## config.mk

```make
export PLATFORM = sky130hd
export DESIGN_NAME = memoram_arbiter
export DESIGN_NICKNAME = d
export VERILOG_FILES = /design/src/rtl/memoram_arb_pkg.sv /design/src/rtl/memoram_arbiter_rr_pick2.sv /design/src/rtl/memoram_arbiter.sv
export SDC_FILE = /design/constraint.sdc
export NUM_CORES = 1
export LEC_CHECK = 0
export CAP_MARGIN = 20
export CORE_ASPECT_RATIO = 1.2
export CORE_MARGIN = 1
export CORE_UTILIZATION = 30
export CTS_BUF_LIST = sky130_fd_sc_hd__clkbuf_8
export CTS_CLUSTER_DIAMETER = 120
export DETAILED_ROUTE_END_ITERATION = 6
export SLEW_MARGIN = 20
export SYNTH_ARGS = -nofsm -noshare
export SYNTH_HDL_FRONTEND = slang
export SYNTH_SLANG_ARGS = --single-unit
```

## constraint.sdc

```tcl
create_clock -name clk_i -period 4.1 [get_ports clk_i]
set_clock_uncertainty 0.15 [all_clocks]
set_input_delay 0.82 -clock clk_i [delete_from_list [all_inputs] [get_ports clk_i]]
set_output_delay 0.82 -clock clk_i [all_outputs]
set_load 0.01 [all_outputs]
```

## src/rtl/memoram_arb_pkg.sv

```systemverilog
// Shared defaults, state encoding and counter sizing for the memoram arbiter.
package memoram_arb_pkg;

  localparam int ADDR_W_DEF       = 6;
  localparam int DATA_W_DEF       = 16;
  localparam int READ_LATENCY_DEF = 2;

  // Width of the read-latency counter; headroom for the capture edge.
  function automatic int cnt_width(input int lat);
    return $clog2(lat + 2);
  endfunction

  localparam int CNT_W_DEF = cnt_width(READ_LATENCY_DEF);

  typedef enum logic [1:0] {
    ST_IDLE  = 2'd0,
    ST_WRITE = 2'd1,
    ST_READ  = 2'd2
  } state_e;

endpackage

```

## src/rtl/memoram_arbiter_rr_pick2.sv

```systemverilog
// Combinational two-way round-robin pick: on a tie the port not granted last wins.
module rr_pick2 (
  input  logic req0_i,
  input  logic req1_i,
  input  logic last_i,
  output logic winner_o,
  output logic any_o
);

  assign any_o    = req0_i | req1_i;
  // A lone requester wins outright; a tie goes to the port that was not last.
  assign winner_o = (req0_i & req1_i) ? ~last_i : req1_i;

endmodule

```

## src/rtl/memoram_arbiter.sv

```systemverilog
// Two-port arbiter and sequencer for the single-port 64x16 memoram with a
// registered two-cycle read path. One request is in flight at a time.
module memoram_arbiter
  import memoram_arb_pkg::*;
#(
  parameter int ADDR_W       = ADDR_W_DEF,
  parameter int DATA_W       = DATA_W_DEF,
  parameter int READ_LATENCY = READ_LATENCY_DEF
) (
  input  logic              clk_i,
  input  logic              rst_i,
  input  logic              req0_i,
  input  logic              req1_i,
  input  logic              we0_i,
  input  logic              we1_i,
  input  logic [ADDR_W-1:0] addr0_i,
  input  logic [ADDR_W-1:0] addr1_i,
  input  logic [DATA_W-1:0] wdata0_i,
  input  logic [DATA_W-1:0] wdata1_i,
  output logic              gnt0_o,
  output logic              gnt1_o,
  output logic              rvalid0_o,
  output logic              rvalid1_o,
  output logic [DATA_W-1:0] rdata_o,
  output logic              busy_o,
  output logic [ADDR_W-1:0] mem_address_o,
  output logic [DATA_W-1:0] mem_data_o,
  output logic              mem_wren_o,
  input  logic [DATA_W-1:0] mem_q_i
);

  localparam int               CNT_W    = cnt_width(READ_LATENCY);
  localparam logic [CNT_W-1:0] CNT_LAST = CNT_W'(READ_LATENCY);

  state_e            state_q, state_d;
  logic              last_q, last_d;
  logic              port_q, port_d;
  logic [CNT_W-1:0]  cnt_q, cnt_d;
  logic              gnt0_q, gnt0_d, gnt1_q, gnt1_d;
  logic              rvalid0_q, rvalid0_d, rvalid1_q, rvalid1_d;
  logic              busy_q, busy_d;
  logic              wren_q, wren_d;
  logic [ADDR_W-1:0] addr_q, addr_d;
  logic [DATA_W-1:0] data_q, data_d;
  logic [DATA_W-1:0] rdata_q, rdata_d;
  logic              winner;
  logic              any_req;

  rr_pick2 u_pick (
    .req0_i   (req0_i),
    .req1_i   (req1_i),
    .last_i   (last_q),
    .winner_o (winner),
    .any_o    (any_req)
  );

  // Next-state, grant and memory-command decode for the IDLE/WRITE/READ sequencer.
  always_comb begin
    // NOTE: every output of this block gets a default first so no path leaves it unassigned (no latch).
    state_d   = state_q;
    last_d    = last_q;
    port_d    = port_q;
    cnt_d     = cnt_q;
    addr_d    = addr_q;
    data_d    = data_q;
    wren_d    = wren_q;
    rdata_d   = rdata_q;
    gnt0_d    = 1'b0;
    gnt1_d    = 1'b0;
    rvalid0_d = 1'b0;
    rvalid1_d = 1'b0;

    unique case (state_q)
      ST_IDLE: begin
        wren_d = 1'b0;
        if (any_req) begin
          port_d  = winner;
          last_d  = winner;
          addr_d  = winner ? addr1_i  : addr0_i;
          data_d  = winner ? wdata1_i : wdata0_i;
          wren_d  = winner ? we1_i    : we0_i;
          gnt0_d  = ~winner;
          gnt1_d  = winner;
          cnt_d   = '0;
          state_d = (winner ? we1_i : we0_i) ? ST_WRITE : ST_READ;
        end
      end
      ST_WRITE: begin
        // The memory takes the write on this edge; the strobe lasts one cycle.
        wren_d  = 1'b0;
        state_d = ST_IDLE;
      end
      ST_READ: begin
        // Address held steady while the memory's two-stage read path fills.
        if (cnt_q == CNT_LAST) begin
          rdata_d   = mem_q_i;
          rvalid0_d = ~port_q;
          rvalid1_d = port_q;
          state_d   = ST_IDLE;
        end else begin
          cnt_d = cnt_q + CNT_W'(1);
        end
      end
      default: begin
        wren_d  = 1'b0;
        state_d = ST_IDLE;
      end
    endcase

    busy_d = (state_d != ST_IDLE);
  end

  // State and registered outputs; reset aborts any transaction in flight.
  always_ff @(posedge clk_i or posedge rst_i) begin
    if (rst_i) begin
      state_q   <= ST_IDLE;
      last_q    <= 1'b1;
      port_q    <= 1'b0;
      cnt_q     <= '0;
      addr_q    <= '0;
      data_q    <= '0;
      wren_q    <= 1'b0;
      rdata_q   <= '0;
      gnt0_q    <= 1'b0;
      gnt1_q    <= 1'b0;
      rvalid0_q <= 1'b0;
      rvalid1_q <= 1'b0;
      busy_q    <= 1'b0;
    end else begin
      // NOTE: non-blocking assignments so every register samples the pre-edge values.
      state_q   <= state_d;
      last_q    <= last_d;
      port_q    <= port_d;
      cnt_q     <= cnt_d;
      addr_q    <= addr_d;
      data_q    <= data_d;
      wren_q    <= wren_d;
      rdata_q   <= rdata_d;
      gnt0_q    <= gnt0_d;
      gnt1_q    <= gnt1_d;
      rvalid0_q <= rvalid0_d;
      rvalid1_q <= rvalid1_d;
      busy_q    <= busy_d;
    end
  end

  assign gnt0_o        = gnt0_q;
  assign gnt1_o        = gnt1_q;
  assign rvalid0_o     = rvalid0_q;
  assign rvalid1_o     = rvalid1_q;
  assign rdata_o       = rdata_q;
  assign busy_o        = busy_q;
  assign mem_address_o = addr_q;
  assign mem_data_o    = data_q;
  assign mem_wren_o    = wren_q;

endmodule
```

# [Yosys cells after proc, flatten, opt, wreduce, memory -nomap -nowiden]
# Index checks and enable logic that the tools add are counted.
[op_classes] add_sub_neg=1 magnitude_cmp=0 multipliers=0 n_bitwise=5 n_eq_ne=4 shifts=0 n_reduce_logical=6 div_mod_pow=0 mux=21
[ops] operator="2-to-1 mux 16 bit" n=1
[ops] operator="2-to-1 mux 1 bit" n=11
[ops] operator="2-to-1 mux 2 bit" n=5
[ops] operator="one-hot mux 2 bit (2 select lines)" n=2
[ops] operator="2-to-1 mux 6 bit" n=1
[ops] operator="== test 2 bit, second input constant" n=2
[ops] operator="!= test 2 bit, second input constant" n=2
[ops] operator="AND reduction 2 bit" n=2
[ops] operator="nonzero test 2 bit" n=2
[ops] operator="inverter 1 bit" n=3
[ops] operator="AND reduction 3 bit" n=1
[ops] operator="adder 2 x 1 -> 2 bit, second input constant" n=1
[ops] operator="logical NOT 2 bit" n=1
[ops] operator="one-hot mux 1 bit (2 select lines)" n=1
[ops] operator="AND 1 bit" n=1
[ops] operator="OR 1 bit" n=1
[word_totals] latch_bits=0 wordCells=50 mem_count=0 inputBits=66 mem_bits_rw=0 mem_bits_ro=0 regBits=50 out_inout_bits=44

# [Logic depth before layout (Yosys ltp)]
# Gate-level depths: netlist of run 1.
[logic_depth] word_depth=7 mapped_depth=5 depth_no_buf=5

# [Hierarchy]
# A second synthesis of run 1 with hierarchy kept.
[hier_totals] hier_cells=146 hier_area_um2=2239.6
[by_module_without_submodules] mod="memoram_arbiter" n_inst=1 seq_area_each_um2=1252.5 area_per_inst_um2=2225.9 cells_per_inst=144
[by_module_without_submodules] mod="rr_pick2" n_inst=1 seq_area_each_um2=0.0 area_per_inst_um2=13.8 cells_per_inst=2

# [Worst setup path after synthesis of run 1]
# Ideal clock, no wire load.
[synth_path] path_kind="input -> register" start="input req1_i" end="register addr_q[3] (netlist: mem_address_o[3])" n_path_buf=2 cell_stages=5 t_arrival_ns=1.481 path_slack_ns=2.334 setup_ns=0.135 path_cell_list="a21bo_1 buf_6 buf_12 mux2i_1 o21ai_1"
[synth_via] elab_chain_len=3 word_cells_on_any_way=5 cone_classes="mux (2); bitwise (2); reduce/logical (1)"
[synth_rtl] element="start: declaration" line_no="memoram_arbiter.sv:13" rtl="input logic req1_i,"
[synth_rtl] element="AND 1 bit" line_no="memoram_arbiter_rr_pick2.sv:12" rtl="assign winner_o = (req0_i & req1_i) ? ~last_i : req1_i;"
[synth_rtl] element="2-to-1 mux 1 bit" line_no="memoram_arbiter_rr_pick2.sv:12"
[synth_rtl] element="2-to-1 mux 6 bit" line_no="memoram_arbiter.sv:79" rtl="addr_d = winner ? addr1_i : addr0_i;"
[synth_rtl] element="end signal: assignment" line_no="memoram_arbiter.sv:135" rtl="addr_q <= addr_d;"
[synth_rtl] element="end: declaration" line_no="memoram_arbiter.sv:43" rtl="logic [ADDR_W-1:0] addr_q, addr_d;"
# Several ways; a longest one is shown, not always the timed one.
# A chain may end at the register's enable or synchronous reset.

# [Final worst setup path of run 1]
[layout_path] start="input req1_i" end="register data_q[10] (netlist: mem_data_o[10])"
[layout_via] elab_chain_len=3 word_cells_on_any_way=5 cone_classes="mux (2); bitwise (2); reduce/logical (1)"
[layout_rtl] element="AND 1 bit" line_no="memoram_arbiter_rr_pick2.sv:12"
[layout_rtl] element="2-to-1 mux 1 bit" line_no="memoram_arbiter_rr_pick2.sv:12"
[layout_rtl] element="2-to-1 mux 16 bit" line_no="memoram_arbiter.sv:80" rtl="data_d = winner ? wdata1_i : wdata0_i;"
[layout_rtl] element="end signal: assignment" line_no="memoram_arbiter.sv:136" rtl="data_q <= data_d;"
[layout_rtl] element="end: declaration" line_no="memoram_arbiter.sv:44" rtl="logic [DATA_W-1:0] data_q, data_d;"
# Several ways; a longest one is shown, not always the timed one.

==> results of run 1 <==
synth_stat cells, types with 2 or more instances:
library cell,instances
mux2_4,9
dfrtp_1,49
buf_6,2
nor2_1,6
clkbuf_2,3
mux2i_1,24
o21ai_0,25
inv_1,3
a21bo_1,2
buf_2,2
mux2_2,7
clkbuf_1,2
buf_12,2
o21ai_1,21
power by group:
part | internal [W] | switching, W
Combinational | 0.000642 | 0.000449
Sequential | 0.000730 | 0.000121
Clock | 0.000120 | 0.000166
Total | 0.00149 | 0.000735
how the worst max path moves through the flow:
stage / cells past startpoint / slack, ns / endpoint / start
6_report: 5 / 1.90 / mem_data_o[10] / req1_i
5_1_grt: 5 / 1.80 / mem_data_o[10] / req0_i
2_1_floorplan: 1 / 1.93 / busy_o / rst_i
3_5_place_dp: 3 / 1.34 / mem_data_o[2] / req1_i
3_3_place_gp: 3 / 1.40 / mem_data_o[2] / req1_i
4_1_cts: 3 / 1.70 / mem_data_o[2] / req1_i
cell families after synthesis:
| kind of cell | Yosys count |
|---|---|
| buf+inv | 14 |
| mux | 40 |
| flops | 50 |
| compound gates | 54 |
| simple gates | 13 |
| fa+ha+maj | 1 |
stage by stage:
stage          instance area, sq um  power [W]
2_1_floorplan                  2200    0.00140
3_3_place_gp                   3320    0.00194
3_5_place_dp                   3320    0.00196
4_1_cts                        3410    0.00225
5_1_grt                        3420    0.00238
6_report                       3420    0.00223
worst reg2reg max path: cells and delay by family, from the launching register on:
kind / cells / cell delay, ns
simple gates: 1 / 0.54
flops: 1 / 0.37
fa+ha+maj: 1 / 0.24
compound gates: 2 / 0.21
buf+inv: 1 / 0.05
area by class of cell:
| class | instances | area, sq um |
|---|---|---|
| well taps | 87 | 109 |
| multi-input cells | 108 | 841 |
| clock inverters | 3 | 21.3 |
| repair buffers | 112 | 1120 |
| clock buffers | 5 | 68.8 |
| flip-flops and latches | 50 | 1250 |
| fillers | 662 | 3510 |
| inverters | 3 | 12.5 |
routing by layer:
metal | wire [um] | vias up
met5 | 0 | -
met4 | 55 | 0
met3 | 458 | 5
met2 | 2300 | 78
met1 | 2280 | 805
li1 | - | 822
registers in the layout, indices dropped and copies added, names as in the netlist, 2 cells and up:
register	count
mem_address_o	6
mem_data_o	16
state_q	2
rdata_o	16
cnt_q	2
cells in the final DEF, fill, tap and decap left out, types with 2 or more instances in the layout:
| master | netlist | routed |
|---|---|---|
| clkdlybuf4s50_1 | 0 | 109 |
| dfrtp_1 | 49 | 49 |
| o21ai_0 | 25 | 25 |
| mux2i_1 | 24 | 24 |
| o21ai_1 | 21 | 20 |
| mux2_4 | 9 | 9 |
| mux2_2 | 7 | 7 |
| nor2_1 | 6 | 6 |
| clkbuf_8 | 0 | 5 |
| o21ai_2 | 1 | 2 |
| a21bo_1 | 2 | 2 |
| inv_1 | 3 | 2 |
| clkinv_2 | 0 | 2 |
| buf_4 | 0 | 2 |
==> impl_metrics.csv, run 1 <==
group,metric,value,unit
grt,grt_antenna_before_repair,0,
detailed_routing,drt-initial-drc-count,63,
hold_path,holdPathEnd,"cnt_q[0]",
critical_path,required,4.14,ns
timing,hold_viol,0,
hold_path,whs_path_depth,1,
floorplan,initial_core_util,31.7,%
detailed_routing,routedWlPerCell,13.8,um
cts,cts_max_level,2,
grt,grt_max_degree,51,
timing,drv_slew,0,
logic_synthesis,synth_edf_count,0,
grt,met2_usage,21.7,%
pwr,leakagePower,1.52,nW
critical_path,cpMaxStageDelayCell,"clkdlybuf4s50_1",
final_layout,antenna_cells,0,
cts,cts_setup_buffers,0,
critical_path,crit_family,"buffers and inverters",
critical_path,cp_slowest_stage_delay,0.49,ns
critical_path,r2r_end,"cnt_q[1]",
floorplan,fp-row-count,33,
critical_path,critPathKind,"in2reg",
logic_synthesis,ys_top_cells_by_area,"dfrtp_1 (56%), mux2i_1 (11%), mux2_4 (6.2%), o21ai_0 (5.7%), o21ai_1 (4.8%)",
final_layout,postLayoutCoreUtil,49.3,%
floorplan,die-width,80.1,um
grt,grt_usage,13.7,%
timing,fin_crit_sh,53.7,%
detailed_routing,detail-route-antenna-nets,0,
detailed_routing,remaining_drc_errors,0,
detailed_routing,first_pass_iters,3,
logic_synthesis,synth-compound-area-share,13.3,%
critical_path,critPathMaxFanout,23,
placed_design,dp_worst_setup_slack,1.34,ns
final_layout,nNetsFinal,347,
cts,cts-root-buf,"clkbuf_8",
job,maxCapViolCount,0,
logic_synthesis,yosysWarnings,0,
logic_synthesis,synthAdderAreaFrac,0.570,%
cts,numCtsBuffers,5,
critical_path,r2r_cells,5,
timing,fin_ws,1.90,ns
cts,cts-resized-gates,0,
logic_synthesis,synthSimpleGateAreaFrac,3.59,%
floorplan,io_pins,110,
cts,path_clk_slew,0.09,ns
cts,numClockSinks,50,
pwr,power_density,651,mW/mm^2
critical_path,crit_buf_inv,2,
logic_synthesis,synth_top_area_share,55.8,%
grt,grt_pass1_wl,8020,um
grt,grt_use_met3,5.02,%
logic_synthesis,synth_seq_cells,50,
final_layout,area_growth_syn_to_layout,55.8,%
status,status,"completed",
placed_design,port_buffers,109,
logic_synthesis,netlist_instances,172,
placed_design,place.gp.congestion,0.701,
placed_design,dpl.cell_count,359,
timing,holdWs,0.327,ns
hold_path,hold_path_class,"reg2reg",
timing,relSlewSlack,43.5,%
hold_path,min-delay-start,"cnt_q[0]",
critical_path,cp-start-kind,"input port",
grt,grtUsageMet1,17.4,%
critical_path,arrival,2.24,ns
grt,grt_pass1_vias,1674,
detailed_routing,routed-via-count,1710,
critical_path,r2r-start,"cnt_q[0]",
logic_synthesis,synth_top_flop_cell,"dfrtp_1",
critical_path,r2r_slack,2.43,ns
timing,finalSetupTns,0,ns
logic_synthesis,synth.area.mux_share,20.7,%
cts,clock_tree.buffer_depth,2,
timing,setup_viol,0,
logic_synthesis,synth_cell_types,29,
logic_synthesis,syn-cell-area,0.00220,sq mm
critical_path,cp-end-kind,"flip-flop",
logic_synthesis,synth_largest_area_cell,"dfrtp_1",
floorplan,die_h,95.7,um
logic_synthesis,syn_nets,239,
cts,hold_buffers,0,
placed_design,dp_hpwl,3570,um
logic_synthesis,synth_xor_area_share,0,%
logic_synthesis,avgSynthCellArea,12.8,sq um
detailed_routing,via_per_inst,4.65,
timing,rsz0062_at_grt,"no",
logic_synthesis,synth_top_family_by_area,"multiplexers",
final_layout,stdcell_count,368,
logic_synthesis,seq_area_frac_synth,57.0,%
cts,insertion_delay,0.30,ns
critical_path,crit_chain,"clkdlybuf4s50_1 -> a21bo_1 -> buf_4 -> mux2i_1 -> o21ai_1",
floorplan,die_area,0.00767,sq mm
timing,worst-slew-pin-transition,0.847,ns
pwr,ir_drop,258,uV
timing,fin_crit,2.20,ns
grt,gr-total-overflow,0,
logic_synthesis,async_reset_ff_share,100,%
grt,top_usage_layer,"met2",
floorplan,core_area,0.00694,sq mm
final_layout,drive_gt1_share,12.5,%
cts,cts_tree,"yes",
detailed_routing,wl,5090,um
timing,max_clock_freq,454,MHz
(Power assumes the default switching activity.)
==> inputs of run 2 (changes only) <==
==> constraint.sdc (replaced) <==
create_clock -name clk_i -period 2.3 [get_ports clk_i]
set_clock_uncertainty 0.15 [all_clocks]
set_input_delay 0.46 -clock clk_i [delete_from_list [all_inputs] [get_ports clk_i]]
set_output_delay 0.46 -clock clk_i [all_outputs]
set_load 0.01 [all_outputs]
==> impl_metrics.csv, run 2 (synthesis gave the netlist of run 1 again) <==
group,metric,value,unit
floorplan,core_area,0.00694,sq mm
critical_path,r2r_cells,5,
critical_path,arrival,1.23,ns
detailed_routing,wl,5140,um
cts,cts-resized-gates,0,
critical_path,cpMaxStageDelayCell,"clkdlybuf4s50_1",
timing,relSlewSlack,70.9,%
timing,fin_crit,1.84,ns
timing,hold_viol,0,
detailed_routing,first_pass_iters,4,
timing,setup_viol,0,
timing,drv_slew,0,
detailed_routing,wl_met3,461,um
critical_path,critPathMaxFanout,2,
timing,fin_crit_sh,79.9,%
critical_path,crit_family,"buffers and inverters",
floorplan,initial_core_util,31.7,%
timing,worst-slew-pin-transition,0.437,ns
cts,cts_max_level,2,
job,maxCapViolCount,0,
placed_design,place.gp.congestion,0.715,
placed_design,placed_cell_area,0.00339,sq mm
final_layout,area_growth_syn_to_layout,59.5,%
final_layout,mostFrequentLayoutCell,"clkdlybuf4s50_1",
critical_path,critPathKind,"reg2out",
detailed_routing,wl_met1,2240,um
grt,grt_antenna_before_repair,0,
grt,grt_usage,14.1,%
final_layout,multi_input_area,841,sq um
cts,insertion_delay,0.30,ns
final_layout,n_fill_cell,672,
detailed_routing,remaining_drc_errors,0,
status,status,"completed",
cts,cts_setup_buffers,0,
detailed_routing,routed-via-count,1716,
hold_path,hold_path_class,"reg2reg",
detailed_routing,detail-route-antenna-nets,0,
timing,fin_ws,0.462,ns
cts,hold_buffers,0,
grt,gr-total-overflow,0,
critical_path,critPathLaunch,"mem_data_o[15]",
timing,rsz0062_at_grt,"no",
grt,grt_max_degree,25,
cts,cts_tree,"yes",
grt,grt_pass1_vias,1744,
detailed_routing,via_per_inst,4.61,
final_layout,antenna_cells,0,
pwr,leakagePower,1.57,nW
floorplan,die_h,95.7,um
floorplan,fp-row-count,33,
hold_path,min-delay-start,"port_q",
cts,numCtsBuffers,5,
critical_path,required,1.69,ns
critical_path,endpoint,"mem_data_o[15]",
final_layout,nNetsFinal,351,
floorplan,io_pins,110,
grt,grt_pass1_wl,8270,um
placed_design,dp_hpwl,3750,um
pwr,power_density,1180,mW/mm^2
timing,finalSetupTns,0,ns
placed_design,dp_worst_setup_slack,0.248,ns
critical_path,cp-start-kind,"flip-flop",
placed_design,port_buffers,109,
detailed_routing,drt-initial-drc-count,38,
detailed_routing,routedWlPerCell,13.8,um
critical_path,crit_chain,"clkdlybuf4s50_1",
cts,numClockSinks,50,
critical_path,r2r-start,"cnt_q[0]",
critical_path,r2r_end,"cnt_q[1]",
critical_path,cp-end-kind,"primary output",
final_layout,finalInstanceArea,0.00350,sq mm
cts,clock_tree.buffer_depth,2,
detailed_routing,routed-wl-met2,2380,um
cts,path_clk_slew,0.09,ns
final_layout,seq_area,0.00125,sq mm
cts,cts-root-buf,"clkbuf_8",
critical_path,cp_slowest_stage_delay,0.56,ns
timing,max_clock_freq,544,MHz
detailed_routing,highest_layer,"met4",
timing,holdWs,0.312,ns
final_layout,drive_gt1_share,13.7,%
final_layout,final_cell_mix,"clkdlybuf4s50_1 (109), dfrtp_1 (49), o21ai_0 (25)",
critical_path,cp_num_cells,1,
critical_path,crit_buf_inv,1,
floorplan,die_area,0.00767,sq mm
floorplan,die-width,80.1,um
pwr,ir_drop,620,uV
critical_path,r2r_slack,0.64,ns
[run 2: cell count changes in the layout (fill, tap and decap cells not counted), sizes merged]
cell      delta
buf          +4
bufinv       +1
clkinv       -1
clkinvlp     -1
inv          +1
[run 2: metrics by stage]
step	power [W]	utilization, %	instances
after global placement	0.00353	48.9	364
after global routing	0.00441	50.5	372
after floorplan	0.00250	-	172
final	0.00412	50.5	372
after CTS	0.00419	50.5	372
after detailed placement	0.00356	48.9	364
[run 2: where the power goes]
group / internal, W / leakage, nW / switching, W
Sequential: 0.00130 / 0.608 / 0.000211
Clock: 0.000320 / 0.0579 / 0.000286
Combinational: 0.00119 / 0.905 / 0.000813
[run 2: worst min path at each step]
stage                endpoint  slack [ns]  cells after the start
floorplan           rvalid0_o        0.27                      1
CTS                 rvalid0_o        0.32                      1
global route        rvalid0_o        0.33                      1
global placement    rvalid0_o        0.30                      1
finish              rvalid0_o        0.31                      1
detailed placement  rvalid0_o        0.30                      1
[run 2: final cells by class]
cell class              count  share of cell area, %
clock buffers               5                   1.96
clock inverters             3                   1.14
inverters                   3                  0.321
multi-input cells         108                   24.0
flip-flops and latches     50                   35.7
well taps                  87                   3.11
repair buffers            116                   33.7
[run 2: metal layers]
layer / track usage (%) / vias to the layer above
met5: 0 / -
met2: 23.5 / 80
met3: 5.02 / 5
met1: 17.1 / 803
met4: 4.46 / 0
li1: - / 828
